===== src/rtl/sdram_read_arbiter.sv =====
// Purpose : round-robin arbiter sharing one SDRAM block-read port between I-cache and D-cache.
// Latency : grant/address one cycle after request; each word appears at its owner one cycle after MemDataReady.
// Backpr. : none; a granted burst always runs to BLOCK_WORDS words, and later requests wait in IDLE.
// Ports   : I*/D* request/address in, grant/data/ready/last out per cache port;
//           MemRead* request/address out and MemData* in towards the SDRAM controller;
//           ProtocolError is a sticky flag for data arriving outside a burst.
module sdram_read_arbiter #(
  parameter int BLOCK_WORDS = 4,
  parameter int WORD_SIZE   = 32
) (
  input  logic                 Clk,
  input  logic                 Reset,
  input  logic                 IReadRequest,
  input  logic [31:0]          IReadAddress,
  output logic                 IGrant,
  output logic [WORD_SIZE-1:0] IDataOut,
  output logic                 IDataReady,
  output logic                 IDataLast,
  input  logic                 DReadRequest,
  input  logic [31:0]          DReadAddress,
  output logic                 DGrant,
  output logic [WORD_SIZE-1:0] DDataOut,
  output logic                 DDataReady,
  output logic                 DDataLast,
  output logic [31:0]          MemReadAddress,
  output logic                 MemReadRequest,
  input  logic [WORD_SIZE-1:0] MemDataIn,
  input  logic                 MemDataReady,
  output logic                 ProtocolError
);

  localparam int CW = (BLOCK_WORDS > 1) ? $clog2(BLOCK_WORDS) : 1;
  localparam logic [CW-1:0] LAST_CNT = CW'(BLOCK_WORDS - 1);
  localparam logic PORT_I = 1'b0;
  localparam logic PORT_D = 1'b1;

  typedef enum logic [1:0] {IDLE, BURST, RELEASE} state_t;

  state_t               state, state_next;
  logic                 owner;
  logic                 last_owner;
  logic [CW-1:0]        count;
  logic [WORD_SIZE-1:0] data;
  logic                 ready_pulse;
  logic                 last_pulse;
  logic                 take;
  logic                 grant_sel;
  logic                 word;
  logic                 last_word;

  always_ff @(posedge Clk) begin
    if (!Reset) state <= IDLE;
    else        state <= state_next;
  end

  always_comb begin
    state_next = state;
    take       = 1'b0;
    grant_sel  = PORT_I;
    word       = (state == BURST) && MemDataReady;
    last_word  = word && (count == LAST_CNT);
    case (state)
      IDLE: begin
        if (IReadRequest || DReadRequest) begin
          take       = 1'b1;
          state_next = BURST;
          // On a tie the port that did not win last time goes next.
          if (IReadRequest && DReadRequest) grant_sel = ~last_owner;
          else                              grant_sel = DReadRequest ? PORT_D : PORT_I;
        end
      end
      BURST:   if (last_word) state_next = RELEASE;
      RELEASE: state_next = IDLE;
      default: state_next = IDLE;
    endcase
  end

  always_ff @(posedge Clk) begin
    if (!Reset) begin
      owner          <= PORT_I;
      last_owner     <= PORT_D;
      count          <= '0;
      data           <= '0;
      ready_pulse    <= 1'b0;
      last_pulse     <= 1'b0;
      MemReadAddress <= '0;
      ProtocolError  <= 1'b0;
    end else begin
      ready_pulse <= word;
      last_pulse  <= last_word;
      if (take) begin
        owner          <= grant_sel;
        last_owner     <= grant_sel;
        MemReadAddress <= (grant_sel == PORT_D) ? DReadAddress : IReadAddress;
        count          <= '0;
      end
      if (word) begin
        data  <= MemDataIn;
        count <= count + 1'b1;
      end
      // Data outside a burst has no owner: drop it and flag it until reset.
      if (MemDataReady && (state != BURST)) ProtocolError <= 1'b1;
    end
  end

  // Owner is unchanged through BURST and RELEASE, so the final word's pulse
  // (which lands in RELEASE) still routes to the right port under grant.
  assign MemReadRequest = (state == BURST);
  assign IGrant         = (state != IDLE) && (owner == PORT_I);
  assign DGrant         = (state != IDLE) && (owner == PORT_D);
  assign IDataOut       = (owner == PORT_I) ? data : '0;
  assign DDataOut       = (owner == PORT_D) ? data : '0;
  assign IDataReady     = ready_pulse && (owner == PORT_I);
  assign DDataReady     = ready_pulse && (owner == PORT_D);
  assign IDataLast      = last_pulse && (owner == PORT_I);
  assign DDataLast      = last_pulse && (owner == PORT_D);

endmodule


===== config.mk =====
export PLATFORM = sky130hd
export DESIGN_NAME = sdram_read_arbiter
export DESIGN_NICKNAME = d
export VERILOG_FILES = /design/src/rtl/sdram_read_arbiter.sv
export SDC_FILE = /design/constraint.sdc
export NUM_CORES = 1
export LEC_CHECK = 0
export CORE_ASPECT_RATIO = 0.9
export CORE_MARGIN = 3
export CORE_UTILIZATION = 38
export CTS_CLUSTER_SIZE = 16
export DETAILED_ROUTE_END_ITERATION = 10
export GPL_TIMING_DRIVEN = 1
export PLACE_DENSITY = 0.82
export RECOVER_POWER = 25
export SETUP_SLACK_MARGIN = 0.4
export SKIP_CTS_REPAIR_TIMING = 1
export SLEW_MARGIN = 25
export SYNTH_ARGS = -nofsm -noshare
export SYNTH_HDL_FRONTEND = slang
export SYNTH_SLANG_ARGS = --single-unit

===== constraint.sdc =====
create_clock -name Clk -period 1.4 [get_ports Clk]
set_input_delay 0.28 -clock Clk [delete_from_list [all_inputs] [get_ports Clk]]
set_output_delay 0.28 -clock Clk [all_outputs]
set_load 0.02 [all_outputs]

==> metrics.cfg <==
[synthesis]
syn_nets = 534
synth-seq-cells = 73
synthesis.area_sq_mm = 0.00349
synth-edff-count = 0
yosysUniqueCellTypes = 29
yosysSeqAreaShare_pct = 41.8
synth-compound-area-share_pct = 22.5
yosysWarnings = 0
synthCells = 432
avgSynthCellArea_sq_um = 8.08
synth_top_flop_cell = dfxtp_1
synthMuxAreaShare_pct = 0
synth_top_family_by_area = simple AND/OR/NAND/NOR gates
synthXorXnorAreaFrac_pct = 0
synthSimpleGateAreaFrac_pct = 25.9
ys_async_sr_fraction_pct = 0
synth-adder-area-share_pct = 0.358

[global_routing]
grt_max_degree = 33
grt_use_total_pct = 23.1
grt_pass1_wl_mm = 19.4
grt_pass1_vias = 3790
antenna_found_initial = 0
grt_overflow = 0

[placement]
portBuffers = 204
dp_hpwl_mm = 9.05
dpl_worst_slack_ns = -0.292
gp_congestion = 0.757

[min_path]
hold_start = MemReadAddress[29]
holdPathStages = 2
min_path_type = reg2reg
hold_end = MemReadAddress[29]

[sta]
relSlewSlack_pct = 79.9
clock.fmax_mhz = 622
fin_worst_skew_ns = 0.0137
worst_pin_slew_ns = 0.301
rsz0062_at_grt = yes
setup_slack_ns = -0.209
holdWs_ns = 0.479
hold_viol = 0
fin_crit_sh_pct = 115
min_period_ns = 1.61
drv_slew = 0
finalSetupViolCount = 103

[clock_network]
clock_path_buffers = 2
cts-buffers-inserted = 9
clock_latency_ns = 0.35
cts_num_sinks = 73
tritoncts = done
h-tree-depth = 3
clockRootBuffer = clkbuf_8
clk_pin_slew_ns = 0.08

[setup_path]
rr_endpoint = MemReadAddress[30]
regToRegSetupSlack_ns = -0.20
cp-startpoint = owner
start_kind = flip-flop
cp_max_fo = 7
required_ns = 1.12
reg2reg_depth = 6
r2r_start = state[0]
critPathArrivalTime_ns = 1.33
cp-end-kind = primary output
path_class = reg2out

[drt]
dr_total_vias = 4298
drc = 0
avgRoutedWirePerCell_um = 22.1
dr.first_iter.drc_count = 240
firstDrtPassIters = 5
routed_wl_mm = 17.6
vias_per_cell = 5.39
ant_nets = 0

[floorplanning]
core_sq_mm = 0.00877
ios = 205
die_h_um = 96.9
die_x_um = 107
start_util_pct = 39.8
dieArea_sq_mm = 0.0104
placementRows = 32

[run]
max-cap-violations = 0

[cells_and_area]
layout-drive-gt1-share_pct = 56.6
nFillCells = 393
syn_to_final_growth_pct = 121
final_nets = 776
n_antenna_cell = 0

[pwr]
p_total_uw = 6520
vdd.ir_drop.worst_mv = 0.606
p_leak_uw = 0.00320
power_density_mw_per_mm2 = 844

[status]
status = finished, violations left
violations = negative setup slack

Yosys cell counts (2+ instances only):
| cell type | count | area, sq um |
|---|---|---|
| dfxtp_1 | 73 | 1460 |
| nand2_1 | 66 | 248 |
| and2_1 | 36 | 225 |
| nor2_1 | 36 | 135 |
| nor2b_1 | 35 | 219 |
| a21boi_0 | 34 | 255 |
| a21oi_1 | 34 | 170 |
| inv_1 | 33 | 124 |
| o32ai_1 | 32 | 280 |
| buf_2 | 13 | 65.1 |
| clkbuf_1 | 11 | 41.3 |
| buf_6 | 6 | 67.6 |
| buf_4 | 4 | 30.0 |
| and3_1 | 2 | 12.5 |
| o21a_1 | 2 | 15.0 |
| o21ai_0 | 2 | 10.0 |
where the power goes:
part | switching [uW] | leakage, uW | internal, uW | total [uW]
Combinational | 1070 | 0.00249 | 1190 | 2260
Sequential | 127 | 0.000610 | 2240 | 2360
Clock | 858 | 0.000109 | 1040 | 1900
layout make-up:
| class | count | area, sq um | share of cell area (%) |
|---|---|---|---|
| multi-input combinational | 292 | 2780 | 35.9 |
| sequential | 73 | 1500 | 19.5 |
| clock buffer | 10 | 138 | 1.78 |
| tap | 119 | 149 | 1.93 |
| clock inverter | 5 | 78.8 | 1.02 |
| inverter | 33 | 124 | 1.60 |
| timing repair buffer | 265 | 2960 | 38.3 |
registers in the layout, summed over array words and instances, names as in the netlist:
name            count
owner               1
state               2
count               2
ready_pulse         1
ProtocolError       1
last_owner          1
last_pulse          1
MemReadAddress     32
data               32
kinds of logic (layout without fill, tap and decap cells):
group / after synthesis / count (layout)
AOI/OAI and AO/OA: 109 / 109
adders and majority gates: 1 / 1
and+or+nand+nor: 182 / 182
buffers and inverters: 67 / 313
DFF: 73 / 73
layer usage:
layer | share of wire (%) | GRT usage, % | up-vias
met5 | 0 | 0 | -
li1 | - | - | 1917
met4 | 4.3 | 9.24 | 0
met2 | 52 | 41.8 | 221
met1 | 37 | 26.4 | 2110
met3 | 6.2 | 4.27 | 50
per-stage QoR:
step           setup TNS (ns)  cells  utilization [%]  instance area [sq um]
2_1_floorplan               0    432                -                   3980
4_1_cts                -51.58    762             72.1                   6330
5_1_grt                -18.40    797             88.1                   7720
6_report               -13.99    797             88.1                   7720
3_3_place_gp           -23.14    747             69.7                   6110
3_5_place_dp           -26.49    747             69.7                   6110
cell usage in the layout, fill, tap and decap left out, drive strengths merged:
cell type	instances
nand2b	1
nand3	1
clkdlybuf4s50	99
ha	1
or2	1
o21ai	3
clkbuf	31
o21a	2
nor2	37
a21boi	35
a21oi	34
a21bo	1
nand3b	2
nand2	66
dfxtp	73
clkinv	1
and3	2
o211a	1
nor2b	35
inv	34
o32ai	32
dlymetal6s2s	1
o211ai	1
and2	36
buf	144
and3b	1
bufinv	2
clkinvlp	1
worst max-delay path, cell delays in order, from the launching register on:
cell	delay (ns)
dfxtp_4	0.39
buf_8	0.15
buf_6	0.16
nor2b_4	0.13
buf_4	0.15
worst max-delay path by stage:
stage                         end  slack, ns  cells after the start
2_1_floorplan  MemReadAddress[10]       0.20                      5
5_1_grt        MemReadAddress[22]      -0.27                      6
4_1_cts              DDataOut[12]      -0.66                      3
6_report             IDataOut[15]      -0.21                      4
3_5_place_dp   MemReadAddress[25]      -0.29                      5
3_3_place_gp         DDataOut[24]      -0.26                      3
Note: power is estimated with default switching activity, not from simulation.
